--- src/rtl/regfile_mp_if.sv ---
`default_nettype none
// ============================================================================
//  Module      : regfile_mp_if
//  Description : Bus bundle for the multi-port register file. It groups the
//                write ports, read ports, busy-set request and status
//                outputs.
//                  ready     - block initialised and accepting traffic
//                  we/waddr/wdata        - NWR packed write ports
//                  re/raddr/rdata/rbusy  - NRD packed read ports
//                  bset_en/bset_addr     - mark a register as busy
//                master : traffic source (drives requests)
//                slave  : register file (drives ready/rdata/rbusy)
//  Revision    : 1.0 - initial release
// ============================================================================
interface regfile_mp_if #(
  parameter int DATA_W = 32,
  parameter int ADDR_W = 5,
  parameter int NRD    = 4,
  parameter int NWR    = 2
) ();

  logic                   ready;
  logic [NWR-1:0]         we;
  logic [NWR*ADDR_W-1:0]  waddr;
  logic [NWR*DATA_W-1:0]  wdata;
  logic [NRD-1:0]         re;
  logic [NRD*ADDR_W-1:0]  raddr;
  logic [NRD*DATA_W-1:0]  rdata;
  logic                   bset_en;
  logic [ADDR_W-1:0]      bset_addr;
  logic [NRD-1:0]         rbusy;

  modport master (
    input  ready, rdata, rbusy,
    output we, waddr, wdata, re, raddr, bset_en, bset_addr
  );

  modport slave (
    output ready, rdata, rbusy,
    input  we, waddr, wdata, re, raddr, bset_en, bset_addr
  );

endinterface
`default_nettype wire

--- src/rtl/regfile_mp.sv ---
`default_nettype none
// ============================================================================
//  Module      : regfile_mp
//  Description : Multi-port register file with NWR write ports, NRD
//                combinational read ports, write-to-read bypass and a
//                per-register busy scoreboard. Register 0 is hardwired to
//                zero. After reset, an INIT sequence clears r1..r(NREG-1),
//                one register per cycle, and then the block raises ready.
//  Ports       : clk    - clock, rising edge
//                resetn - synchronous active-low reset
//                bus    - regfile_mp_if.slave (write/read/busy-set traffic)
//  Revision    : 1.0 - initial release
// ============================================================================
module regfile_mp #(
  parameter int DATA_W = 32,
  parameter int NREG   = 32,
  parameter int NRD    = 4,
  parameter int NWR    = 2
) (
  input  wire logic   clk,
  input  wire logic   resetn,
  regfile_mp_if.slave bus
);

  localparam int ADDR_W = $clog2(NREG);
  // The init counter is at least 5 bits wide.
  localparam int CNT_W  = (ADDR_W > 5) ? ADDR_W : 5;

  typedef enum logic [0:0] {
    ST_INIT = 1'b0,
    ST_RUN  = 1'b1
  } state_t;

  state_t              r_state;
  state_t              w_state_nxt;
  logic [CNT_W-1:0]    r_cnt;
  logic                r_ready;
  logic [NREG-1:0]     r_busy;
  logic [NREG-1:0]     w_busy_nxt;
  logic [DATA_W-1:0]   r_mem [NREG];

  logic [ADDR_W-1:0]   w_waddr [NWR];
  logic [DATA_W-1:0]   w_wdata [NWR];
  logic                w_active;

  // Outputs are forced to zero while reset is held or INIT is running.
  assign w_active  = resetn && r_ready;
  assign bus.ready = r_ready;

  for (genvar i = 0; i < NWR; i++) begin : g_wr_unpack
    assign w_waddr[i] = bus.waddr[i*ADDR_W +: ADDR_W];
    assign w_wdata[i] = bus.wdata[i*DATA_W +: DATA_W];
  end

  // --------------------------------------------------------------------------
  // Control FSM: INIT walks cnt from 1 to NREG-1, then the FSM moves to RUN.
  // --------------------------------------------------------------------------
  always_ff @(posedge clk) begin
    if (!resetn) begin
      r_state <= ST_INIT;
      r_cnt   <= CNT_W'(1);
      r_ready <= 1'b0;
    end else begin
      r_state <= w_state_nxt;
      r_ready <= (w_state_nxt == ST_RUN);
      if (r_state == ST_INIT) begin
        r_cnt <= r_cnt + 1'b1;
      end
    end
  end

  always_comb begin
    w_state_nxt = r_state;
    case (r_state)
      ST_INIT: begin
        if (r_cnt == CNT_W'(NREG-1)) begin
          w_state_nxt = ST_RUN;
        end
      end
      ST_RUN:  w_state_nxt = ST_RUN;
      default: w_state_nxt = ST_INIT;
    endcase
  end

  // --------------------------------------------------------------------------
  // Storage array. It has no reset. INIT clears it one entry per cycle.
  // Entry 0 is never written and never read through: raddr==0 always
  // returns zero. In the loop, later (higher-index) ports overwrite earlier
  // ones, so the highest-index port wins a write conflict.
  // --------------------------------------------------------------------------
  always_ff @(posedge clk) begin
    if (resetn) begin
      if (r_state == ST_INIT) begin
        r_mem[r_cnt[ADDR_W-1:0]] <= '0;
      end else begin
        for (int i = 0; i < NWR; i++) begin
          if (bus.we[i] && (w_waddr[i] != '0)) begin
            r_mem[w_waddr[i]] <= w_wdata[i];
          end
        end
      end
    end
  end

  // --------------------------------------------------------------------------
  // Busy scoreboard. Writes clear the bit first and a bset then sets it, so
  // a new producer overrides a write that completes in the same cycle.
  // --------------------------------------------------------------------------
  always_comb begin
    w_busy_nxt = r_busy;
    for (int i = 0; i < NWR; i++) begin
      if (bus.we[i]) begin
        w_busy_nxt[w_waddr[i]] = 1'b0;
      end
    end
    if (bus.bset_en) begin
      w_busy_nxt[bus.bset_addr] = 1'b1;
    end
    w_busy_nxt[0] = 1'b0;
  end

  always_ff @(posedge clk) begin
    if (!resetn) begin
      r_busy <= '0;
    end else if (r_state == ST_RUN) begin
      r_busy <= w_busy_nxt;
    end
  end

  // --------------------------------------------------------------------------
  // Read ports. They are combinational and bypass data from same-cycle
  // writes. A same-cycle write to the address also hides its busy bit.
  // --------------------------------------------------------------------------
  for (genvar j = 0; j < NRD; j++) begin : g_rd
    logic [ADDR_W-1:0] w_ra;
    logic              w_re;
    logic              w_hit;
    logic [DATA_W-1:0] w_fwd;

    assign w_ra = bus.raddr[j*ADDR_W +: ADDR_W];
    assign w_re = bus.re[j];

    always_comb begin
      w_hit = 1'b0;
      w_fwd = '0;
      for (int i = 0; i < NWR; i++) begin
        if (bus.we[i] && (w_waddr[i] == w_ra)) begin
          w_hit = 1'b1;
          w_fwd = w_wdata[i];
        end
      end
    end

    assign bus.rdata[j*DATA_W +: DATA_W] =
      (!w_active || !w_re || (w_ra == '0)) ? '0 :
      (w_hit ? w_fwd : r_mem[w_ra]);

    assign bus.rbusy[j] = w_active && w_re && r_busy[w_ra] && !w_hit;
  end

endmodule
`default_nettype wire

--- src/flat_wrapper.sv ---
// flat-port wrapper written by rule: the top's interface ports become plain ports
module regfile_mp_flat 
#(
  parameter int DATA_W = 32,
  parameter int NREG   = 32,
  parameter int NRD    = 4,
  parameter int NWR    = 2
)
  (clk, resetn, bus_ready, bus_rdata, bus_rbusy, bus_we, bus_waddr, bus_wdata, bus_re, bus_raddr, bus_bset_en, bus_bset_addr);
  regfile_mp_if #(.DATA_W(DATA_W), .ADDR_W((5)), .NRD(NRD), .NWR(NWR)) bus_i ();
  input  wire logic clk;
  input  wire logic resetn;
  output wire logic [$bits(bus_i.ready)-1:0] bus_ready;
  output wire logic [$bits(bus_i.rdata)-1:0] bus_rdata;
  output wire logic [$bits(bus_i.rbusy)-1:0] bus_rbusy;
  input wire logic [$bits(bus_i.we)-1:0] bus_we;
  input wire logic [$bits(bus_i.waddr)-1:0] bus_waddr;
  input wire logic [$bits(bus_i.wdata)-1:0] bus_wdata;
  input wire logic [$bits(bus_i.re)-1:0] bus_re;
  input wire logic [$bits(bus_i.raddr)-1:0] bus_raddr;
  input wire logic [$bits(bus_i.bset_en)-1:0] bus_bset_en;
  input wire logic [$bits(bus_i.bset_addr)-1:0] bus_bset_addr;
  assign bus_ready = bus_i.ready;
  assign bus_rdata = bus_i.rdata;
  assign bus_rbusy = bus_i.rbusy;
  assign bus_i.we = bus_we;
  assign bus_i.waddr = bus_waddr;
  assign bus_i.wdata = bus_wdata;
  assign bus_i.re = bus_re;
  assign bus_i.raddr = bus_raddr;
  assign bus_i.bset_en = bus_bset_en;
  assign bus_i.bset_addr = bus_bset_addr;
  regfile_mp #(.DATA_W(DATA_W), .NREG(NREG), .NRD(NRD), .NWR(NWR)) u_core (.clk(clk), .resetn(resetn), .bus(bus_i));
endmodule
--- config.mk ---
export PLATFORM = sky130hd
export DESIGN_NAME = regfile_mp_flat
export DESIGN_NICKNAME = d
export VERILOG_FILES = /design/src/rtl/regfile_mp_if.sv /design/src/rtl/regfile_mp.sv /design/src/flat_wrapper.sv
export SDC_FILE = /design/constraint.sdc
export NUM_CORES = 2
export LEC_CHECK = 0
export BUFFER_PORTS_ARGS = -buffer_cell sky130_fd_sc_hd__clkbuf_2
export CELL_PAD_IN_SITES_DETAIL_PLACEMENT = 0
export CELL_PAD_IN_SITES_GLOBAL_PLACEMENT = 1
export CORE_MARGIN = 2
export CORE_UTILIZATION = 40
export CTS_CLUSTER_SIZE = 30
export DETAILED_ROUTE_END_ITERATION = 6
export GPL_TIMING_DRIVEN = 0
export PLACE_DENSITY = 0.66
export SLEW_MARGIN = 0
export SYNTH_ARGS = -nofsm -noshare
export SYNTH_HDL_FRONTEND = slang
export SYNTH_SLANG_ARGS = --single-unit
--- constraint.sdc ---
create_clock -name clk -period 6 [get_ports clk]
set_input_delay 1.2 -clock clk [delete_from_list [all_inputs] [get_ports clk]]
set_output_delay 1.2 -clock clk [all_outputs]
set_load 0.005 [all_outputs]
==> run summary <==
leading post-synthesis cells by cell area = edfxtp_1 39%, mux4_2 32%, o21ai_0 6.6%
register area = 31490 um^2
# DRC = 0
Startpoint Class = input port
CP endpoint kind = output pin
gr usage total = 46.66%
crit path DAT = 5.11 ns
Post-synth top cells = 1109 x mux4_2, 1088 x nand2_1, 1043 x o21ai_0
top sig layer = met5
internal power = 13.78 mW
Reg power frac = 41.7%
final period utilization = 105.1%
final layout net count = 6987
dpl hpwl = 400.3 mm
Die Wd = 449.2 um
Crit. Startpoint = bus_raddr[11]
filler instances = 18.18k
final antenna-violating net count = 0
startpoint of the worst register-to-register path = u_core.bus.ready
placed cell area = 84830 um^2
WHS = 0.5724 ns
P_sw = 5.742 mW
layout cell share with drive strength beyond 1 = 29.05%
Die Footprint = 201700 um^2
relative slew slack = -5.815%
Switching Fraction = 29.41%
cell with the most instances after synthesis = mux4_2
Final TNS setup = -9.300 ns
PD cells = 217.7 nW/um^2
Worst Tran Pin Value = 1.584 ns
Yosys cell types = 70
fin cells = 9650
CTS Root Cell = clkbuf_16
synthesized instance count = 6517
failing checks = max-capacitance violations, max-slew violations, negative setup slack
flop2flop setup slack = 0.74 ns
design area = 89690 um^2
asr flop ratio synth = 0%
GRT overflow = 0
Die H = 449.2 um
number of port buffers = 193
met1 wire length = 182.0 mm
Hold Vio Cnt, Final = 0
met3 routed WL = 79.85 mm
pin count of the biggest net entering global routing = 29
worst hold-check path type = flop to flop
Post-synth EDFFs = 1024
setup repair after global routing missed its margin = no
FMAX = 158.5 MHz
Synth area leader = edfxtp_1
Final setup violation count = 97
DR WL/cell = 49.77 um
part of the Yosys area used for sequential elements = 39.73%
worst-skew pair later-pin latency = 0.86 ns
Initial DRC Count = 13.67k
Area Overhead vs Synth = 13.16%
Setup Skew = 0.02444 ns
htree depth = 4
Synth top area share = 38.79%
final worst setup slack = -0.3083 ns
Placed Cells = 9389
number of global-route vias before repair = 65.59k
DR pass1 iterations = 6
area of the multi-input gates = 44540 um^2
vias per cell = 7.397
clock-pin slew of the registers on the worst-case setup and hold paths = 0.05 ns
terminus of the critical flop-to-flop path = u_core.r_mem[4][4]
clock share of power = 43.0%
maximum clock insertion buffer count = 3
Rows = 163
CP Capture Point = bus_rdata[72]
WL met2 = 193.3 mm
Gate power share = 15.3%
Num CTS Buffers = 132
Yosys Warn Count = 0
Synth Register Bits = 1061
Mapped Area = 79260 um^2
global-route wire length before repair = 621.1 mm
Tmin final = 6.308 ns
RD Place Congestion = 1.069
mean post-synth cell area = 12.16 um^2
starting density of the core = 40.19%
DR vias = 71.38k
Core Area = 197200 um^2
Max Cap Viol = 2
max-slew violation count = 17
CP Data Required Time = 4.80 ns
TritonCTS clock tree = done
Sink Count = 1061
worst r2r path cells = 7
outcome = finished with violations
CTS Hold Bufs = 0
postcts setup bufs = 0
CP Max Fanout = 10
Post-Place Worst Slack = -0.9735 ns
initial antenna violation count = 42
syn nets = 6627
Leak Pwr = 29.26 nW
Synth Flop Type = edfxtp_1
Worst VDD drop = 0.2293 mV
final wirelength = 480.3 mm
kind of critical path = input port to output pin
num ports = 241
## cell families after synthesis
| kind of cell | after synthesis | synth area share, % |
|---|---|---|
| xor gates and xnor gates | 43 | 0.4751 |
| buffers and inverters | 929 | 5.023 |
| DFF | 1061 | 39.73 |
| muxes | 1273 | 33.60 |
| adders and majority gates | 2 | 0.03157 |
| and+or+nand+nor | 1507 | 8.202 |
| AOI/OAI and AO/OA | 1702 | 12.94 |
## cell type report
type                       instances  share of cell area [%]
antenna                           28                 0.07812
multi-input combinational       4527                   49.66
tap                             2640                   3.683
inverter                          39                  0.1632
clock buffer                     165                   3.939
sequential                      1061                   35.11
clock inverter                    74                  0.8858
buffer                           884                   4.528
timing repair buffer             232                   1.959
## power by group through the flow
stage          Clock (mW)  Combinational, mW  Sequential [mW]
3_3_place_gp            0               2.72             8.30
6_report             8.39               2.99             8.14
5_1_grt              8.56               2.95             8.14
2_1_floorplan           0               1.46             8.27
4_1_cts              8.31               2.80             8.14
3_5_place_dp            0               2.77             8.29
## metal layers
layer / track usage, % / vias to the layer above
met5: 0 / -
met2: 63.31 / 6290
met3: 22.41 / 810
li1: - / 26980
met4: 20.55 / 12
met1: 62.89 / 37290
## how the worst min path moves through the flow
| stage | from | endpoint | depth (start not counted) |
|---|---|---|---|
| CTS | u_core.r_busy[15] | u_core.r_busy[15] | 1 |
| global route | u_core.r_busy[15] | u_core.r_busy[15] | 1 |
| detailed placement | u_core.r_busy[15] | u_core.r_busy[15] | 1 |
| finish | u_core.r_busy[15] | u_core.r_busy[15] | 1 |
| global placement | u_core.r_busy[14] | u_core.r_busy[14] | 1 |
| floorplan | u_core.r_busy[26] | u_core.r_busy[26] | 1 |
## layout by cell type, fill, tap and decap left out, types with 37 or more instances in the layout
master        n
a211oi_1     58
inv_1        39
buf_4        43
o21ai_0    1042
nand3_1     196
edfxtp_1   1024
a22oi_1      64
mux2i_1     148
a32oi_1     122
o22ai_1     159
nand2_1    1087
buf_2       234
mux4_2     1109
clkbuf_16   137
clkbuf_1    489
nor2b_1      77
clkbuf_2    254
buf_1        55
dfxtp_1      37
a211o_1      60
## flip-flops by register name (all words and copies together), names as in the netlist
name              cells
u_core.r_mem       1024
u_core.r_busy        31
u_core.r_cnt          5
u_core.bus.ready      1
## per-stage QoR
stage / utilization, % / power (mW)
after global routing: 45.46 / 19.65
after global placement: 42.36 / 11.02
after detailed placement: 43.01 / 11.06
after floorplan: - / 9.727
final: 45.48 / 19.52
after CTS: 45.43 / 19.24
## worst max-delay path, stage by stage
cell and delay [ns]:
clkbuf_2 0.09, clkbuf_2 0.36, clkdlybuf4s15_1 0.81, nand2_2 0.61, clkbuf_1 0.75, a211oi_1 0.28
o31ai_1 0.73, clkbuf_2 0.23
## repair_timing
action	in CTS	in global routing
setup endpoints to repair	125	34
gates resized for setup	145	22
cloned	0	0
No activity file was read; power rests on OpenSTA's default activity.
